## src/rtl/sram_mem_arbiter.sv

```systemverilog
// Arbitrates the IF and data ports onto one single-port 16-bit SRAM. Each 32-bit word access
// runs as a LO then a HI phase. The FAIR_ARB_EN macro selects round-robin arbitration on simultaneous requests.
module sram_mem_arbiter #(
    parameter int WAIT_CYCLES = 1,
    parameter int ADDR_W      = 17
) (
    input  logic              clk,
    input  logic              rst,
    input  logic              if_req,
    input  logic [ADDR_W-1:0] if_addr,
    output logic [31:0]       if_rdata,
    output logic              if_ready,
    input  logic              d_req,
    input  logic              d_we,
    input  logic [ADDR_W-1:0] d_addr,
    input  logic [31:0]       d_wdata,
    output logic [31:0]       d_rdata,
    output logic              d_ready,
    output logic              busy,
    output logic [ADDR_W:0]   sram_addr,
    input  logic [15:0]       sram_dq_in,
    output logic [15:0]       sram_dq_out,
    output logic              sram_dq_oe,
    output logic              sram_we_n,
    output logic              sram_oe_n
);
    typedef enum logic [1:0] {IDLE = 2'd0, LO = 2'd1, HI = 2'd2, DONE = 2'd3} state_t;

    localparam logic [3:0] LAST_CNT   = 4'(WAIT_CYCLES);
    localparam logic [3:0] WE_END_CNT = 4'(WAIT_CYCLES - 1);

    state_t            state_r;
    logic [3:0]        cnt_r;
    logic [ADDR_W-1:0] addr_r;
    logic              we_r;
    logic [31:0]       wdata_r;
    logic              own_d_r;
    logic [15:0]       lo_buf_r;

    logic              grant_d_s;
    logic              sel_we_s;
    logic [ADDR_W-1:0] sel_addr_s;
    logic              phase_end_s;
    logic              we_end_s;
`ifdef FAIR_ARB_EN
    logic              last_d_r;
`endif

    // Owner selection for the IDLE grant; a tie goes to data unless round-robin is enabled
    always_comb begin
        grant_d_s = 1'b0;
`ifdef FAIR_ARB_EN
        if (d_req && if_req) begin
            grant_d_s = ~last_d_r;
        end else begin
            grant_d_s = d_req;
        end
`else
        grant_d_s = d_req;
`endif
        sel_we_s   = grant_d_s & d_we;
        sel_addr_s = if_addr;
        if (grant_d_s) begin
            sel_addr_s = d_addr;
        end else begin
            sel_addr_s = if_addr;
        end
    end

    // Phase timing decodes; we_n rises one cycle before the phase ends
    always_comb begin
        phase_end_s = (cnt_r == LAST_CNT);
        we_end_s    = (cnt_r == WE_END_CNT);
    end

    // Access sequencer with all SRAM and port outputs registered
    always_ff @(posedge clk or negedge rst) begin
        if (!rst) begin
            state_r     <= IDLE;
            cnt_r       <= 4'd0;
            addr_r      <= '0;
            we_r        <= 1'b0;
            wdata_r     <= 32'd0;
            own_d_r     <= 1'b0;
            lo_buf_r    <= 16'd0;
            if_rdata    <= 32'd0;
            if_ready    <= 1'b0;
            d_rdata     <= 32'd0;
            d_ready     <= 1'b0;
            busy        <= 1'b0;
            sram_addr   <= '0;
            sram_dq_out <= 16'd0;
            sram_dq_oe  <= 1'b0;
            sram_we_n   <= 1'b1;
            sram_oe_n   <= 1'b1;
`ifdef FAIR_ARB_EN
            last_d_r    <= 1'b0;
`endif
        end else begin
            case (state_r)
                IDLE: begin
                    if (d_req || if_req) begin
                        state_r    <= LO;
                        cnt_r      <= 4'd0;
                        own_d_r    <= grant_d_s;
                        addr_r     <= sel_addr_s;
                        we_r       <= sel_we_s;
                        wdata_r    <= d_wdata;
                        sram_addr  <= {sel_addr_s, 1'b0};
                        sram_dq_oe <= sel_we_s;
                        sram_we_n  <= ~sel_we_s;
                        sram_oe_n  <= sel_we_s;
                        busy       <= 1'b1;
                        if (sel_we_s) begin
                            sram_dq_out <= d_wdata[15:0];
                        end
`ifdef FAIR_ARB_EN
                        last_d_r   <= grant_d_s;
`endif
                    end
                end
                LO: begin
                    if (phase_end_s) begin
                        state_r   <= HI;
                        cnt_r     <= 4'd0;
                        lo_buf_r  <= sram_dq_in;
                        sram_addr <= {addr_r, 1'b1};
                        sram_we_n <= ~we_r;
                        if (we_r) begin
                            sram_dq_out <= wdata_r[31:16];
                        end
                    end else begin
                        cnt_r <= cnt_r + 4'd1;
                        if (we_end_s) begin
                            sram_we_n <= 1'b1;
                        end
                    end
                end
                HI: begin
                    if (phase_end_s) begin
                        state_r    <= DONE;
                        cnt_r      <= 4'd0;
                        sram_we_n  <= 1'b1;
                        sram_oe_n  <= 1'b1;
                        sram_dq_oe <= 1'b0;
                        if (own_d_r) begin
                            d_ready <= 1'b1;
                            if (!we_r) begin
                                d_rdata <= {sram_dq_in, lo_buf_r};
                            end
                        end else begin
                            if_ready <= 1'b1;
                            if_rdata <= {sram_dq_in, lo_buf_r};
                        end
                    end else begin
                        cnt_r <= cnt_r + 4'd1;
                        if (we_end_s) begin
                            sram_we_n <= 1'b1;
                        end
                    end
                end
                DONE: begin
                    state_r  <= IDLE;
                    if_ready <= 1'b0;
                    d_ready  <= 1'b0;
                    busy     <= 1'b0;
                end
                default: begin
                    state_r    <= IDLE;
                    cnt_r      <= 4'd0;
                    if_ready   <= 1'b0;
                    d_ready    <= 1'b0;
                    busy       <= 1'b0;
                    sram_we_n  <= 1'b1;
                    sram_oe_n  <= 1'b1;
                    sram_dq_oe <= 1'b0;
                end
            endcase
        end
    end
endmodule

```

## config.mk

```make
export PLATFORM = sky130hd
export DESIGN_NAME = sram_mem_arbiter
export DESIGN_NICKNAME = d
export VERILOG_FILES = /design/src/rtl/sram_mem_arbiter.sv
export SDC_FILE = /design/constraint.sdc
export NUM_CORES = 1
export LEC_CHECK = 0
export CAP_MARGIN = 25
export CORE_MARGIN = 5
export CORE_UTILIZATION = 48
export CTS_CLUSTER_SIZE = 40
export DETAILED_ROUTE_END_ITERATION = 16
export GPL_ROUTABILITY_DRIVEN = 0
export PLACE_DENSITY = 0.8
export SKIP_CTS_REPAIR_TIMING = 1
export SLEW_MARGIN = 5
export SYNTH_ARGS = -nofsm -noshare
export SYNTH_HDL_FRONTEND = slang
export SYNTH_SLANG_ARGS = --single-unit
```

## constraint.sdc

```tcl
create_clock -name clk -period 3.1 [get_ports clk]
set_input_delay 0.62 -clock clk [delete_from_list [all_inputs] [get_ports clk]]
set_output_delay 0.62 -clock clk [all_outputs]
set_load 0.05 [all_outputs]
```

After elaboration in Yosys (flattened, before gate mapping):

Index checks and enable logic that the tools add are counted.

* add/sub/neg operators: 1
* eq/ne operators: 11
* mux-type cells: 34
* bitwise operators: 4
* reductions and logical operators: 23

Operators by type and width (number)
* two-way mux 16 bit: 4
* two-way mux 18 bit: 2
* case mux 18 bit (2 select lines): 1
* case mux 16 bit (2 select lines): 1
* AND reduction 3 bit: 6
* two-way mux 17 bit: 1
* != test 2 bit (second input constant): 7
* two-way mux 1 bit: 12
* case mux 1 bit (2 select lines): 5
* AND reduction 2 bit: 5
* nonzero test 2 bit: 5
* two-way mux 4 bit: 2
* case mux 2 bit (4 select lines): 1
* case mux 4 bit (2 select lines): 1
* two-way mux 2 bit: 3
* AND reduction 5 bit: 1
* adder 4 x 1 -> 4 bit (second input constant): 1
* == test 2 bit (second input constant): 2
* == test 4 x 1 -> 1 bit (second input constant): 1
* logical NOT 4 bit: 1
* AND reduction 4 bit: 1
* inverter 1 bit: 3
* case mux 1 bit (3 select lines): 1
* nonzero test 3 bit: 1
* 5 further kinds: 5

* bits in registers: 177
* input bits: 87
* output and inout bits: 104
* logic and storage cells: 90

Logic depth before layout (Yosys ltp):

Gate-level depths: netlist of run 1.

* depth in word-level cells: 4
* gate-level depth with buffers: 9
* depth with buffers taken out: 6

Worst setup path before layout of run 1:

Ideal clock, no wire load.

* path type: flip-flop to flip-flop
* start point: register state_r[0]
* end point: register sram_dq_out[0]
* library setup time: 125 ps
* arrival time: 2256 ps
* data required time: 2975 ps
* path slack: 719 ps
* cell stages (with the launch flop): 10
* path through: dfrtp_1 inv_1 ha_1 clkbuf_1 nor3b_1 a211o_1 a211o_1 buf_6 buf_6 mux2_4

* longest elaborated chain between the ends: 3
* elaborated cells between the ends (all ways): 9
* classes of those cells: eq/ne: 5; mux: 1; reduce/logical: 3

RTL lines
* start: declaration: RTL line 32 `state_t state_r;`
* start signal: assignment: RTL line 79 `state_r <= IDLE;`
* start signal: assignment: RTL line 103 `state_r <= LO;`
* start signal: assignment: RTL line 124 `state_r <= HI;`
* == test 2 x 1 -> 1 bit or logical NOT 2 bit (tied branches): RTL line 100 `case (state_r)`
* != test 2 bit (no line) or nonzero test 2 bit (tied branches)
* AND reduction 5 bit (no line)
* end signal: assignment: RTL line 115 `sram_dq_out <= d_wdata[15:0];`
* end signal: assignment: RTL line 130 `sram_dq_out <= wdata_r[31:16];`
* end: declaration: RTL line 22 `output logic [15:0] sram_dq_out,`

Parallel ways exist; a longest one is shown, timed or not.
A chain may end at the register's enable or synchronous reset.

Worst setup path after layout of run 1:

* start point: register state_r[1]
* end point: register sram_dq_out[7]

The elaborated chain is that of the path after synthesis.

==> metrics.md, run 1 <==
| Metric | Value |
|---|---|
| TritonCTS clock tree | `done` |
| Worst-Margin Slew | `0.826 ns` |
| Synth unique cells | `39` |
| HPWL after DPL | `11500 um` |
| Post-synth EDFFs | `0` |
| Core Box Area | `13800 sq um` |
| Crit path max fanout | `16` |
| Mapped cell area | `6720 sq um` |
| Register clock-pin slew on the reported worst setup and hold paths | `0.06 ns` |
| CP Capture Type | `register` |
| Worst EP required | `3.40 ns` |
| GRT overflow | `0` |
| H-tree depth | `4` |
| Met3 WL | `738 um` |
| Avg Inst Size Synth | `13.1 sq um` |
| N_diodes | `0` |
| Skew-Pair Late Insertion Delay | `0.41 ns` |
| CP Class | `reg -> reg` |
| Yosys warning count | `0` |
| Synth top area share | `0.592` |
| CP startpoint kind | `register` |
| Sum Neg Setup Slack | `0 ns` |
| Root buffer cell | `clkbuf_16` |
| P_leak | `4.10 nW` |
| Drt drc | `0` |
| Avg WL per Cell | `17.6 um` |
| 1st-pass router iterations | `4` |
| Top cells by area, synth | `dfrtp_1 (59%), mux2_2 (20%), o21ai_0 (2.8%), mux2i_1 (2.7%), nand2_1 (2.3%)` |
| M1 WL | `6200 um` |
| Initial antenna violation count | `0` |
| Post-Syn Instances | `512` |
| DIE AREA | `16500 sq um` |
| Final Net Count | `795` |
| Layout cells sized above 1 | `0.251` |
| Number of setup violations in the final report | `0` |
| #FFs+latches synth | `161` |
| Mapped Nets | `604` |
| Total vias in the final route | `4615` |
| Critical path startpoint | `state_r[1]` |
| I/O Pins | `191` |
| Pwr per Cell Area | `1320 nW/um^2` |
| DR iter-0 viols | `211` |
| CP arrival | `2.88 ns` |
| Die Ht | `128 um` |
| Launching point of the worst reg2reg path | `state_r[1]` |
| Number of global-route vias before repair | `5093` |
| Met2 WL | `8510 um` |
| Clock sinks | `161` |
| Clock Tree Buf Depth | `2` |
| Rows | `43` |
| RSZ-0062 raised after global routing | `false` |
| Starting Density | `0.486` |
| Ys async rst share | `1.00` |
| MaxCap Viol Count | `0` |
| Max Fclk | `388 MHz` |
| Final worst slack | `0.521 ns` |
| Post-place setup slack | `0.311 ns` |
| Min Hold Slack | `0.159 ns` |
| First-pass GRT wire length | `26000 um` |
| Vias per cell | `5.15` |
| Port Buf Inserts | `190` |
| Footprint of the multi-input gates | `2550 sq um` |
| TritonCTS buffer count | `17` |
| Final instance area | `9440 sq um` |
| Slew margin rel. | `0.450` |
| DP Area | `8840 sq um` |
| Period utilisation layout | `0.832` |
| Total length of routed wires | `15800 um` |
| Worst hold-check path type | `in -> async` |
| Largest net degree at the start of global routing | `59` |
| Syn-to-layout area delta | `40.4%` |
| Post-synth top area cell | `dfrtp_1` |
| Minimum clock period | `2.58 ns` |
| Layout Skew | `0.00627 ns` |
| Status | `completed` |
| Die Wd | `128 um` |
| Fin. Hold Viols | `0` |
| Post-DRT Antenna Nets | `0` |
| Seq/Total Area, Yosys | `0.600` |
| Final slew viol count | `0` |
| FILL cells | `971` |
| Overall Global Routing Usage | `0.201` |
| Ys flop type | `dfrtp_1` |
| Storage element area | `4030 sq um` |
| Top Layer Used | `met4` |
| Peak supply drop | `0.675 mV` |
logic make-up (layout without fill, tap and decap cells):
logic type | after synthesis | in the layout | share of synthesized area
flops | 161 | 161 | 0.600
xor+xnor | 1 | 1 | 0.00130
buf+inv | 36 | 240 | 0.0225
fa+ha+maj | 5 | 5 | 0.00931
simple gates | 82 | 82 | 0.0523
mux | 147 | 147 | 0.249
compound gates | 80 | 80 | 0.0663
metal layers:
layer / GRT usage / up-vias
met5: 0 / -
met4: 0.0799 / 0
met3: 0.0477 / 24
met2: 0.353 / 141
met1: 0.237 / 2280
li1: - / 2170
power by group:
group / internal [mW] / total (mW) / switching (mW)
sequential: 3.18 / 3.80 / 0.613
clock: 1.27 / 2.06 / 0.792
combinational: 2.61 / 6.64 / 4.03
layout make-up:
class,instances,area share
Clock buffer,24,0.0521
Inverter,4,0.00159
Clock inverter,8,0.0109
Sequential cell,161,0.427
Multi-Input combinational cell,315,0.270
Timing Repair Buffer,204,0.214
Tap cell,180,0.0239
flip-flops by register name, indices dropped and copies added (netlist names), 2 cells and up:
signal / cells
d_rdata: 32
if_rdata: 32
sram_addr: 18
addr_r: 17
lo_buf_r: 16
sram_dq_out: 16
wdata_r: 16
cnt_r: 4
state_r: 2
synth_stat cells, types with 2 or more instances:
library cell,n
dfrtp_1,159
mux2_2,118
nand2_1,41
o21ai_0,38
nor2_1,29
a21oi_1,28
clkbuf_1,20
mux2i_1,18
mux2_4,10
buf_1,9
ha_1,5
inv_1,4
a211o_1,3
buf_6,2
dfstp_2,2
nor2b_1,2
nor3_1,2
layout by cell type, fill, tap and decap left out, types with 4 or more instances in the layout:
| master | instances |
|---|---|
| a21oi_1 | 28 |
| buf_4 | 13 |
| clkbuf_16 | 17 |
| clkbuf_8 | 4 |
| clkdlybuf4s50_1 | 189 |
| clkinvlp_4 | 5 |
| dfrtp_1 | 159 |
| ha_1 | 4 |
| inv_1 | 4 |
| mux2_2 | 118 |
| mux2_4 | 10 |
| mux2i_1 | 18 |
| nand2_1 | 41 |
| nor2_1 | 29 |
| o21ai_0 | 37 |
stage by stage:
step,total power [mW],instances,utilization
2_1_floorplan,8.30,512,-
3_3_place_gp,10.3,864,0.640
3_5_place_dp,10.5,864,0.640
4_1_cts,12.6,896,0.683
5_1_grt,13.2,896,0.683
6_report,12.5,896,0.683
final timing paths:
path,end,slack (ns),depth (start not counted)
max in group asynchronous,sram_addr[8],2.05,2
worst max register to register,sram_dq_out[7],0.52,6
worst max-delay path,sram_dq_out[7],0.52,6
min in group clk,sram_addr[15],0.48,2
worst min-delay path,wdata_r[29],0.16,1
worst min register to register,sram_addr[15],0.48,2
critical path, cell delays in order (launching register included):
cell     delay, ns
dfrtp_1       0.40
inv_1         0.13
ha_1          0.41
nor3b_1       0.31
a211o_1       0.17
a211o_1       0.63
mux2_2        0.42
Note: power is estimated with default switching activity, not from simulation.
==> run 2, diff against run 1 <==
CORE_UTILIZATION = 43   (was 48)
PLACE_DENSITY = 0.76   (was 0.8)
clock period = 2.28 ns   (was 3.1 ns; I/O delays follow)
==> run 2 against run 1 <==
  * Worst setup slack got worse by 0.38 ns
  * Clock skew up 0.0012 ns
  * Utilization decreased by 5.3 points
  * Die area increased by 11%
  * Fmax grew 20%
  * Clock-buffer cell count down 3
  * Clock power grew 38%
  * Combinational power grew 38%
  * Critical endpoint is now sram_dq_out[10]
  * Highest routed layer unchanged
==> metrics.md, run 2 (synthesis results as in run 1) <==
| Metric | Value |
|---|---|
| Pwr per Cell Area | `1790 nW/um^2 (+35%)` |
| Skew-Pair Late Insertion Delay | `0.42 ns (about the same)` |
| P_leak | `4.18 nW (+2.0%)` |
| Clock Tree Buf Depth | `2 (unchanged)` |
| Fin. Hold Viols | `0 (unchanged)` |
| Total vias in the final route | `4636 (+0.46%)` |
| Non-Filler Instances | `937 (+4.6%)` |
| Initial antenna violation count | `0 (unchanged)` |
| DP Area | `9000 sq um (+1.8%)` |
| Minimum clock period | `2.14 ns (-0.439 ns)` |
| Layout Skew | `0.00745 ns (+0.00119 ns)` |
| Total length of routed wires | `16000 um (+1.4%)` |
| Final worst slack | `0.140 ns (-0.381 ns)` |
| Launching point of the worst reg2reg path | `cnt_r[3]` |
| Max Fclk | `467 MHz (+20%)` |
| Root buffer cell | `clkbuf_16` |
| Post-DRT Antenna Nets | `0 (unchanged)` |
| Hold depth | `2` |
| DIE AREA | `18200 sq um (+11%)` |
| Final Util | `0.630 (-0.0526)` |
| MaxCap Viol Count | `0 (unchanged)` |
| Register clock-pin slew on the reported worst setup and hold paths | `0.06 ns (about the same)` |
| Largest net degree at the start of global routing | `52 (-12%)` |
| Reg-to-reg endpoint | `sram_dq_out[10]` |
| Final slew viol count | `0 (unchanged)` |
| Post-place setup slack | `0.0631 ns (-0.248 ns)` |
| Commonest cells after routing, fill and taps aside | `clkdlybuf4s50_1 (187), dfrtp_1 (159), mux2_2 (118)` |
| Worst hold-check path type | `reg -> reg` |
| N_diodes | `0 (unchanged)` |
| Number of setup violations in the final report | `0 (unchanged)` |
| Worst-Margin Slew | `0.551 ns (-0.274 ns)` |
| Final instance area | `9610 sq um (+1.9%)` |
| CP Class | `reg -> reg` |
| Worst EP required | `2.58 ns (-0.82 ns)` |
| Drt drc | `0 (unchanged)` |
| RSZ-0062 raised after global routing | `false` |
| Most common cell after layout, fill and taps aside | `clkdlybuf4s50_1` |
| Rows | `45 (+4.7%)` |
| Min Hold Slack | `0.482 ns (+0.323 ns)` |
| Final Net Count | `805 (+1.3%)` |
| Peak supply drop | `1.01 mV (+49%)` |
| Period utilisation layout | `0.939 (+0.107)` |
| CP Capture Type | `register` |
| R2R cell count | `5 (-1)` |
| H-tree depth | `4 (unchanged)` |
| Hold Path End | `sram_addr[16]` |
| Port Buf Inserts | `190 (unchanged)` |
| Syn-to-layout area delta | `43.0%` |
| Status | `completed` |
| Slew margin rel. | `0.623 (+0.173)` |
| First-pass GRT wire length | `26100 um (+0.40%)` |
| Avg WL per Cell | `17.1 um (-3.0%)` |
| Vias per cell | `4.95 (-3.9%)` |
| TritonCTS clock tree | `done` |
| Core Box Area | `15300 sq um (+10%)` |
| Worst Hold Launch | `sram_addr[16]` |
| CP startpoint kind | `register` |
| GRT overflow | `0 (unchanged)` |
| CP arrival | `2.44 ns (-0.44 ns)` |
| DR iter-0 viols | `182 (-14%)` |
| Dpl cells | `904 (+4.6%)` |
| 1st-pass router iterations | `4 (unchanged)` |
| HPWL after DPL | `11600 um (+0.99%)` |
| Overall Global Routing Usage | `0.180 (-0.0211)` |
| Number of global-route vias before repair | `5014 (-1.6%)` |
| R2R Setup Slk | `0.14 ns (-0.38 ns)` |
| TritonCTS buffer count | `17 (unchanged)` |
| Starting Density | `0.441 (-0.0456)` |
| Die Wd | `135 um (+5.2%)` |
| Die Ht | `135 um (+5.2%)` |
| Top flop regs | `d_rdata x32, if_rdata x32, sram_addr x18` |
| Clock sinks | `161 (unchanged)` |
| Crit path max fanout | `16 (unchanged)` |
| Layout cells sized above 1 | `0.269 (+0.0172)` |
| I/O Pins | `191 (unchanged)` |
run 2: cell types whose count changed in the layout (fill, tap and decap cells not counted), sizes merged:
cell,previous run,this run
buf,15,26
clkbuf,24,21
clkdlybuf4s50,189,187
clkinv,1,5
clkinvlp,5,3
dlygate4sd3,0,1
inv,4,5
run 2: metrics by stage:
step	TNS [ns]	power, mW
finish	0	17.2
global route	0	18.1
CTS	0	17.3
detailed placement	0	14.4
global placement	0	14.1
floorplan	-0.157	11.3
run 2: worst max-delay path by stage:
stage | startpoint | to | cells past startpoint
2_1_floorplan | cnt_r[3] | sram_dq_out[0] | 7
3_3_place_gp | d_req | cnt_r[3] | 6
3_5_place_dp | d_req | cnt_r[3] | 6
4_1_cts | state_r[0] | sram_dq_out[13] | 8
5_1_grt | state_r[0] | sram_dq_out[14] | 8
6_report | cnt_r[3] | sram_dq_out[10] | 5
run 2: worst max-delay path, cell delays in order, from the launching register on:
cell	delay, ns
dfrtp_1	0.42
or4b_1	0.56
a211o_1	0.30
a211o_1	0.27
buf_12	0.17
mux2_4	0.29
run 2: metal layers:
layer	GRT usage	routed length [um]	vias up
met3	0.0451	862	22
met4	0.0644	257	0
li1	-	-	2199
met1	0.224	6830	2286
met2	0.304	8030	129
met5	0	0	-
run 2: area by class of cell:
class	instances	area, sq um
fill	1176	5640
sequential	161	4030
multi-input combinational	315	2560
timing repair buffer	214	2140
clock buffer	21	470
tap	211	264
clock inverter	11	130
inverter	4	15.0
run 2: where the power goes:
part / switching [mW] / leakage [nW] / total (mW) / internal (mW)
Combinational: 5.51 / 1.97 / 9.19 / 3.68
Clock: 1.14 / 0.287 / 2.84 / 1.71
Sequential: 0.816 / 1.93 / 5.14 / 4.33
Total: 7.46 / 4.18 / 17.2 / 9.71
